`src/rtl/ram_fifo_ctrl.sv`:
```
// Ready/valid FIFO built around a single-port-pair synchronous RAM.
// The RAM read register doubles as the output stage, so the FIFO holds
// depth_p entries in the array plus one in the read register.

module ram_1r1w_sync #(
  parameter int width_p = 8,
  parameter int depth_p = 16,
  localparam int addr_w = $clog2(depth_p)
) (
  input  logic              clk_i,
  input  logic              reset_i,
  input  logic              wr_valid_i,
  input  logic [addr_w-1:0] wr_addr_i,
  input  logic [width_p-1:0] wr_data_i,
  input  logic              rd_valid_i,
  input  logic [addr_w-1:0] rd_addr_i,
  output logic [width_p-1:0] rd_data_o
);

  logic [width_p-1:0] mem [depth_p];

  // Storage array: written only on an enabled write, never reset.
  always_ff @(posedge clk_i) begin
    if (wr_valid_i) mem[wr_addr_i] <= wr_data_i;
  end

  // Read register: cleared on reset, loaded only on an enabled read, else holds.
  always_ff @(posedge clk_i) begin
    if (reset_i)         rd_data_o <= '0;
    else if (rd_valid_i) rd_data_o <= mem[rd_addr_i];
  end

endmodule

module ram_fifo_ctrl #(
  parameter int width_p = 8,
  parameter int depth_p = 16,
  localparam int addr_w  = $clog2(depth_p),
  localparam int cnt_w   = $clog2(depth_p + 1),
  localparam int count_w = $clog2(depth_p + 2)
) (
  input  logic               clk_i,
  input  logic               reset_ni,
  input  logic               valid_i,
  input  logic [width_p-1:0] data_i,
  output logic               ready_o,
  output logic               valid_o,
  output logic [width_p-1:0] data_o,
  input  logic               ready_i,
  output logic [count_w-1:0] count_o
);

  localparam logic [cnt_w-1:0]  depth_c = cnt_w'(depth_p);
  localparam logic [addr_w-1:0] last_c  = addr_w'(depth_p - 1);

  logic [addr_w-1:0] wr_ptr;
  logic [addr_w-1:0] rd_ptr;
  logic [cnt_w-1:0]  ram_cnt;
  logic              push;
  logic              pop;
  logic              fetch;

  // ram_cnt only counts writes committed at earlier edges, so a fetch
  // never targets the slot being written this cycle; no bypass needed.
  assign ready_o = reset_ni & (ram_cnt != depth_c);
  assign push    = valid_i & ready_o;
  assign pop     = valid_o & ready_i;
  assign fetch   = (ram_cnt != '0) & (~valid_o | pop);
  assign count_o = count_w'(ram_cnt) + count_w'(valid_o);

  // Pointer, occupancy and output-valid bookkeeping.
  always_ff @(posedge clk_i) begin
    if (!reset_ni) begin
      wr_ptr  <= '0;
      rd_ptr  <= '0;
      ram_cnt <= '0;
      valid_o <= 1'b0;
    end else begin
      if (push)  wr_ptr <= (wr_ptr == last_c) ? '0 : wr_ptr + 1'b1;
      if (fetch) rd_ptr <= (rd_ptr == last_c) ? '0 : rd_ptr + 1'b1;
      ram_cnt <= ram_cnt + cnt_w'(push) - cnt_w'(fetch);
      if (fetch)    valid_o <= 1'b1;
      else if (pop) valid_o <= 1'b0;
    end
  end

  ram_1r1w_sync #(
    .width_p (width_p),
    .depth_p (depth_p)
  ) u_ram (
    .clk_i      (clk_i),
    .reset_i    (~reset_ni),
    .wr_valid_i (push),
    .wr_addr_i  (wr_ptr),
    .wr_data_i  (data_i),
    .rd_valid_i (fetch),
    .rd_addr_i  (rd_ptr),
    .rd_data_o  (data_o)
  );

endmodule

```
`config.mk`:
```
export PLATFORM = sky130hd
export DESIGN_NAME = ram_fifo_ctrl
export DESIGN_NICKNAME = d
export VERILOG_FILES = /design/src/rtl/ram_fifo_ctrl.sv
export SDC_FILE = /design/constraint.sdc
export NUM_CORES = 1
export LEC_CHECK = 0
export CAP_MARGIN = 20
export CORE_UTILIZATION = 57
export CTS_CLUSTER_DIAMETER = 200
export CTS_CLUSTER_SIZE = 20
export DETAILED_ROUTE_END_ITERATION = 16
export DONT_BUFFER_PORTS = 1
export GPL_TIMING_DRIVEN = 0
export PLACE_DENSITY = 0.75
export SETUP_SLACK_MARGIN = 0.4
export SYNTH_ARGS = -nofsm -noshare
export SYNTH_HDL_FRONTEND = slang
export SYNTH_SLANG_ARGS = --single-unit
```
`constraint.sdc`:
```
create_clock -name clk_i -period 2.56 [get_ports clk_i]
set_input_delay 0.512 -clock clk_i [delete_from_list [all_inputs] [get_ports clk_i]]
set_output_delay 0.512 -clock clk_i [all_outputs]
set_load 0.02 [all_outputs]
```
# ---- Word level (Yosys, flattened, before mapping)
# Memory sizes are Yosys's and may differ from the RTL's. A register that Yosys moved wholly into a read port is not among the register bits.
# Cells that the tools add are included.
dict set report classes {
  addsub 5
  eq_ne 3
  muxes 6
  bitwise_logic 6
  reduce_logical 3
}
# operator count
set op_table {}
lappend op_table {{$add 5x1->5} 2}
lappend op_table {{$add 4x1->4 const B} 2}
lappend op_table {{$eq 4x4->1 const B} 2}
lappend op_table {{$mux 4} 2}
lappend op_table {{$ne 5x5->1 const B} 1}
lappend op_table {{$reduce_bool 5->1} 1}
lappend op_table {{$sub 5x1->5} 1}
lappend op_table {{$and 1x1->1} 4}
lappend op_table {{$mux 1} 4}
lappend op_table {{$reduce_bool 2->1} 1}
lappend op_table {{$logic_not 1->1} 1}
lappend op_table {{$not 1->1} 1}
lappend op_table {{$or 1x1->1} 1}
dict set report word_totals {
  ff_bits 14
  mem_bits_rw 128
  input_bits 12
  out_inout_bits 15
  elab_cells 28
  n_memories 1
}
# memory depth width read_ports rd_ports_with_merged_regs wr line_no
set memory_table {}
lappend memory_table {u_ram.mem 16 8 1 1 1 20} ;# logic [width_p-1:0] mem [depth_p];

# ---- Depth between registers and ports, before layout
# Gate-level depths: netlist of the first run.
dict set report depth {
  depth_word 5
  ltp_mapped 15
  mapped_depth_nobuf 14
}

# ---- Cells and area by module
# Synthesis of the first run repeated with hierarchy kept, for this count alone.
dict set report hier_totals {
  cells_unflattened 409
  hier_area_um2 6209.7
}
# module instances cells_each area_per_inst_um2 seq_area_each_um2
set by_module_without_submodules {}
lappend by_module_without_submodules {ram_1r1w_sync 1 316 5343.9 4003.8}
lappend by_module_without_submodules {ram_fifo_ctrl 1 93 865.8 280.3}

# ---- Worst setup path after synthesis of the first run
# No wires, ideal clock.
dict set report synth_timing {
  path_type {register -> register}
  startpoint {reg ram_cnt[2]}
  endpoint {reg ram_cnt[4]}
  setup_ps 116
  arrival_time_ps 2621
  t_required_ps 2444
  slack_ps -176
  stages_incl_launch_ff 15
  n_path_buf 0
  period_less_slack_ps 2736
  path_cell_list {dfxtp_1 inv_1 ha_1 or4b_4 nand2_4 inv_6 ha_1 inv_1 ha_1 inv_1 fa_1 nand2b_1 a21oi_1 o21ai_0 and3b_1}
}
dict set report synth_via {
  elab_cells_between_ends 7
  cone_classes {2 x add/sub; 1 x eq/ne; 3 x bitwise; 1 x reduce/logical}
}
# item line_no
set synth_rtl {}
lappend synth_rtl {{from (decl)} 58} ;# logic [cnt_w-1:0] ram_cnt;
lappend synth_rtl {{from (signal assigned)} 81} ;# ram_cnt <= ram_cnt + cnt_w'(push) - cnt_w'(fetch);
lappend synth_rtl {{$reduce_bool 5->1} 68} ;# assign fetch = (ram_cnt != '0) & (~valid_o | pop);
lappend synth_rtl {{$and 1x1->1} 68}
lappend synth_rtl {{named net fetch} 61} ;# logic fetch;
lappend synth_rtl {{$sub 5x1->5} 81}
# The timed path passes the listed nets, and every way through them passes these cells.
# A chain may end at the register's enable or synchronous reset.

# ---- Worst setup path in the final report of the first run
dict set report layout_timing {
  startpoint {reg ram_cnt[3]}
  endpoint {reg ram_cnt[4]}
}
# The elaborated chain is that of the path after synthesis.

==> results of run 1 <==
==> logic make-up (layout without fill, tap and decap cells) <==
family          count (synthesis)  count (layout)  synth area share (%)
fa+ha+maj                      16              16                 3.323
buf+inv                        29              76                 3.663
compound gates                 24              24                 2.942
mux                            48              48                 14.99
xor+xnor                        7               7                0.9808
flops                         150             150                 68.53
simple gates                   64              64                 5.564
==> cells in the mapped netlist, types with 3 or more instances <==
cell type | instances | share of area [%]
mux4_1 | 15 | 6.3
mux4_2 | 17 | 6.1
nor3_1 | 5 | 0.40
nand3_1 | 11 | 0.88
and2_1 | 5 | 0.50
nand2b_1 | 5 | 0.50
nor2_1 | 14 | 0.84
o221ai_1 | 8 | 1.1
buf_6 | 3 | 0.54
nand2_1 | 14 | 0.84
xnor2_1 | 5 | 0.70
edfxtp_1 | 128 | 61
mux2i_1 | 16 | 2.6
inv_1 | 9 | 0.54
dfxtp_1 | 22 | 7.0
buf_2 | 4 | 0.32
buf_8 | 4 | 0.96
ha_1 | 15 | 3.0
a21oi_1 | 4 | 0.32
==> state kept, by name, summed over array words and instances (netlist names) <==
register / count
wr_ptr: 4
ram_cnt: 5
rd_ptr: 4
valid_o: 1
u_ram.mem: 128
u_ram.rd_data_o: 8
==> repair_timing <==
| action | in CTS | in global routing |
|---|---|---|
| pin swaps | 6 | 7 |
| endpoints found under the setup margin | 135 | 95 |
| buffers inserted | 8 | 3 |
| resized for setup | 33 | 21 |
==> final cells by class <==
class	count	area, sq um
inverters	12	55.05
plain buffers	17	181.4
well taps	136	170.2
clock buffers	19	421.7
clock inverters	13	191.4
multi-input cells	159	1993
flip-flops and latches	150	4300
fillers	626	3042
repair buffers	15	107.6
==> through the flow <==
step | power [W] | setup slack (ns) | instance area (sq um) | hold slack [ns]
6_report | 0.007570 | 0.01785 | 7421 | 0.07607
2_1_floorplan | 0.004414 | 0.01541 | 6295 | 0.4852
5_1_grt | 0.007893 | -0.08944 | 7421 | 0.04214
3_3_place_gp | 0.004733 | -0.1517 | 6465 | 0.5133
4_1_cts | 0.007513 | 0.01461 | 7282 | 0.05332
3_5_place_dp | 0.004784 | -0.1280 | 6490 | 0.5165
==> layer usage <==
metal,track usage (%),up-vias,wire (microns)
met4,9.883,0,146
met3,7.660,13,886
li1,-,1422,-
met2,39.31,121,6573
met1,31.26,1639,5129
met5,0,-,0
==> report_power, final <==
part           switching (W)  leakage [nW]  total, W  internal, W
sequential          0.000223          1.34   0.00303      0.00281
clock               0.000984         0.290   0.00258      0.00160
combinational       0.000942         0.828   0.00196      0.00101
total                0.00215          2.45   0.00757      0.00542
==> worst max-delay path by stage <==
| stage | start | end | slack, ns | depth (start not counted) |
|---|---|---|---|---|
| after global routing | ram_cnt[3] | ram_cnt[4] | -0.09 | 14 |
| after detailed placement | ram_cnt[2] | ram_cnt[4] | -0.13 | 14 |
| after CTS | ram_cnt[3] | ram_cnt[4] | 0.01 | 14 |
| after global placement | ram_cnt[3] | u_ram.mem[1][4] | -0.15 | 7 |
| after floorplan | ram_cnt[3] | ram_cnt[4] | 0.02 | 14 |
| final | ram_cnt[3] | ram_cnt[4] | 0.02 | 14 |
==> flow_summary.toml, run 1 <==
[run_status]
status = "complete, no violations"

[grt]
grt_start_max_net_pins = 17
grt_overflow = 0
grt_pass1_wl_mm = 19.15
grt_pass1_vias = 3294
grtUsageTotal_pct = 24.49
grt_antenna_before_repair = 0

[yosys]
ys_ff_latch = 150
syn_avg_cell_area_sq_um = 18.49
dominantRegCellSynth = "edfxtp_1"
synth_cell_types = 44
syn_nets = 366
yosys_warnings = 0
synth_edf_count = 128
synth_area_sq_mm = 0.006251
synthArstFlopShare_pct = 0
synthCells = 338
yosysSeqAreaShare_pct = 68.53

[finish]
area_growth_pct = 18.72
utilization_pct = 70.93
layout_commonest_cell = "edfxtp_1"
drive_gt1_share_pct = 32.73
diodes = 0
fin_cells = 521
fin_nets = 400
final_cell_mix = "128 x edfxtp_1, 17 x mux4_2, 17 x dfxtp_1, 16 x mux2i_1, 16 x clkbuf_16"

[clock_network]
cts_inserted_buffers = 17
postCtsHoldBufs = 0
clock_sinks = 150
htreeDepth = 4
cts_tree = "built"
cts.clk_slew.worst_paths_ns = 0.07
clk_path_buf_depth = 2
clk_latency_ns = 0.53
cts-root-buf = "clkbuf_8"

[route]
wl_per_cell_microns = 24.45
dr_total_vias = 3195
viasPerCell = 6.132
drtAntennaViolNets = 0
drc_errors = 0
drtIter0Drc = 320
drtPass1Iterations = 4
drt_wl_total_mm = 12.74

[timing]
slew_headroom_pct = 56.26
fin_crit_sh_pct = 99.30
period_minus_slack_ns = 2.542
finalClockSkew_ns = 0.007802
slew_viol_final = 0
worst_pin_slew_ns = 0.6541
finalHoldViolCount = 0
finalSetupTns_ns = 0
rsz0062_at_grt = "true"
fmax_mhz = 393.4
setup_viol = 0

[worst_hold_path]
hp-class = "in -> reg"
hold_path_depth = 0
min_to = "u_ram.mem[14][2]"
hp-start = "data_i[2]"

[critical_path]
startpoint_type = "flip-flop"
cpMaxStageDelayCell = "or4b_4"
r2r_start = "ram_cnt[3]"
worstPathCellList = "inv_4, ha_4, or4b_4, nand2_4, inv_6, ha_4, inv_2, ha_4, inv_2, fa_2, nand2b_4, a21oi_4, o21ai_1, and3b_1"
ff2ff_setup_slack_ns = 0.02
critical_path_class = "reg -> reg"
critical_path_arrival_ns = 2.96
critical_path.most_common_cell = "ha_4"
max_stage_delay_ns = 0.49
path_buf_inv = 4
critPathRequiredTime_ns = 2.98
end_kind = "flip-flop"
critPathMaxFanout = 2
regToRegEndpoint = "ram_cnt[4]"
path_delay_family = "simple AND/OR/NAND/NOR gates"
r2r.worst_path.cells = 14

[placed_design]
dp_hpwl_mm = 8.052
routabilityCongestion = 0.7752
dp.cells = 478
place.port_buffers = 0

[pwr]
p_leak_nw = 2.455
vdd_drop_max_v = 0.0008669
p_per_area_mw_per_mm2 = 1020

[die]
die_h_microns = 106.7
initial_core_util_pct = 59.75
rows = 37
die-area_sq_mm = 0.01139
coreArea_sq_mm = 0.01046
io_pins = 27
die_w_microns = 106.7

[flow_run]
timing.max_cap.violations = 0
Power figures use the tool's default switching activity.
==> inputs of run 2 (changes only) <==
Settings changed: CORE_ASPECT_RATIO set to 2.
==> run 2 against run 1 <==
Against the previous run:
- the flow now finishes with violations (setup timing)
- utilization fell by 1.1 points
- register-to-register slack got worse by 0.03 ns
- cell count rose by 0.77%
- clock power barely moved
- global-route usage rose by 0.24 points
- worst hold slack improved by 0.11 ns
- critical endpoint unchanged
- highest routed layer unchanged
==> flow_summary.toml, run 2 (synthesis results as in run 1) <==
[critical_path]
critPathLaunch = "ram_cnt[3]"
critPathRequiredTime_ns = 2.87
critical_path_arrival_ns = 2.88
critical_path.most_common_cell = "ha_4"
critPathMaxFanout = 2
critical_path_class = "reg -> reg"
startpoint_type = "flip-flop"
path_buf_inv = 4
max_stage_delay_ns = 0.48
worstPathCellList = "inv_4, ha_4, or4b_4, nand2_4, inv_8, ha_4, inv_2, ha_4, inv_2, fa_2, nand2b_4, a21oi_4, o21ai_1, and3b_1"
r2r_start = "ram_cnt[3]"
path_delay_family = "simple AND/OR/NAND/NOR gates"
cpMaxStageDelayCell = "or4b_4"
end_kind = "flip-flop"

[die]
io_pins = 27
die_w_microns = 76.05
coreArea_sq_mm = 0.01061
die-area_sq_mm = 0.01142
die_h_microns = 150.1
rows = 53
initial_core_util_pct = 58.92

[timing]
slew_headroom_pct = 61.55
slew_viol_final = 0
worst_pin_slew_ns = 0.5750
setup_viol = 1
fmax_mhz = 389.3
period_minus_slack_ns = 2.569
rsz0062_at_grt = "true"
hold_ws_ns = 0.1841
setup_ws_ns = -0.008872
fin_crit_sh_pct = 100.3
finalClockSkew_ns = 0.008221
finalHoldViolCount = 0

[finish]
fin_nets = 403
final_cell_mix = "128 x edfxtp_1, 17 x mux4_2, 17 x clkbuf_16, 17 x dfxtp_1"
area_growth_pct = 18.59
drive_gt1_share_pct = 32.73
largest_reg_flops = 128
top_register = "u_ram.mem"
layout_commonest_cell = "edfxtp_1"
diodes = 0
fin_area_sq_mm = 0.007413
top_regs = "u_ram.mem x128, u_ram.rd_data_o x8, ram_cnt x5"

[placed_design]
detailed_place.area_sq_mm = 0.006491
dp_hpwl_mm = 8.474
routabilityCongestion = 0.7738
place.port_buffers = 0

[clock_network]
cts_tree = "built"
postCtsHoldBufs = 0
clk_latency_ns = 0.42
htreeDepth = 4
cts.clk_slew.worst_paths_ns = 0.06
clock_sinks = 150
cts_inserted_buffers = 17
cts-root-buf = "clkbuf_16"
clk_path_buf_depth = 2

[grt]
grt_start_max_net_pins = 17
grt_antenna_before_repair = 0
busiest_layer = "met2"
grtUsageTotal_pct = 24.73
use_met2_pct = 43.95
grt_pass1_vias = 3428
use_met1_pct = 26.33
grt_pass1_wl_mm = 19.46
grt_overflow = 0
met3_usage_pct = 6.061

[worst_hold_path]
hp-class = "in -> reg"
hp-start = "data_i[7]"

[pwr]
p_leak_nw = 2.469
vdd_drop_max_v = 0.0008253
p_per_area_mw_per_mm2 = 1028

[run_status]
status = "finished with violations"
violations = "setup timing"

[route]
drt_wl_total_mm = 12.77
drtAntennaViolNets = 0
drtPass1Iterations = 6
wl_per_cell_microns = 24.32
dr_total_vias = 3181
viasPerCell = 6.059
drtIter0Drc = 232
drc_errors = 0

[flow_run]
timing.max_cap.violations = 0
==> run 2: changes by cell type in the layout (fill, tap and decap cells not counted), sizes merged <==
cell | previous run | this run
buf | 28 | 31
bufinv | 4 | 3
clkbuf | 23 | 22
clkinv | 1 | 3
clkinvlp | 3 | 1
inv | 17 | 19
==> run 2: what timing repair did <==
| item | in CTS | in global routing |
|---|---|---|
| hold endpoints to repair | 0 | 0 |
| gates resized for setup | 26 | 27 |
| setup buffers | 8 | 6 |
| setup endpoints to repair | 125 | 79 |
| pin swaps | 5 | 8 |
==> run 2: report_power, final <==
part	leakage (nW)	internal, W	total, W	switching (W)
Sequential	1.34	0.00281	0.00302	0.000211
Clock	0.302	0.00157	0.00261	0.00104
Combinational	0.830	0.00102	0.00200	0.000971
Total	2.47	0.00540	0.00762	0.00222
==> run 2: per-stage QoR <==
| step | TNS, ns | cells | power (W) | setup WS [ns] | utilization [%] |
|---|---|---|---|---|---|
| global route | -0.1492 | 525 | 0.007905 | -0.1050 | 69.87 |
| global placement | -2.175 | 475 | 0.004751 | -0.1451 | 60.94 |
| detailed placement | -0.1887 | 479 | 0.004819 | -0.1887 | 61.18 |
| finish | -0.008872 | 525 | 0.007622 | -0.008872 | 69.87 |
| CTS | -0.01629 | 519 | 0.007587 | -0.01629 | 68.42 |
| floorplan | 0 | 338 | 0.004414 | 0.01541 | - |
==> run 2: worst paths after layout <==
| path | cells past startpoint | slack (ns) | to |
|---|---|---|---|
| max | 14 | -0.009 | ram_cnt[4] |
| min | 0 | 0.18 | u_ram.mem[5][7] |
| max reg2reg | 14 | -0.009 | ram_cnt[4] |
| min reg2reg | 2 | 0.56 | wr_ptr[1] |
==> run 2: cell type report <==
| class | instances | area [sq um] |
|---|---|---|
| Buffer | 17 | 181.4 |
| Clock buffer | 18 | 429.2 |
| Sequential cell | 150 | 4300 |
| Multi-Input combinational cell | 159 | 1946 |
| Clock inverter | 14 | 188.9 |
| Timing Repair Buffer | 18 | 136.4 |
| Inverter | 12 | 60.06 |
| Tap cell | 137 | 171.4 |
| Fill cell | 657 | 3197 |
==> run 2: metal layers <==
| layer | part of all wire [%] | up-vias |
|---|---|---|
| li1 | - | 1424 |
| met1 | 35 | 1625 |
| met2 | 56 | 105 |
| met3 | 4.3 | 27 |
| met4 | 4.6 | 0 |
| met5 | 0 | - |
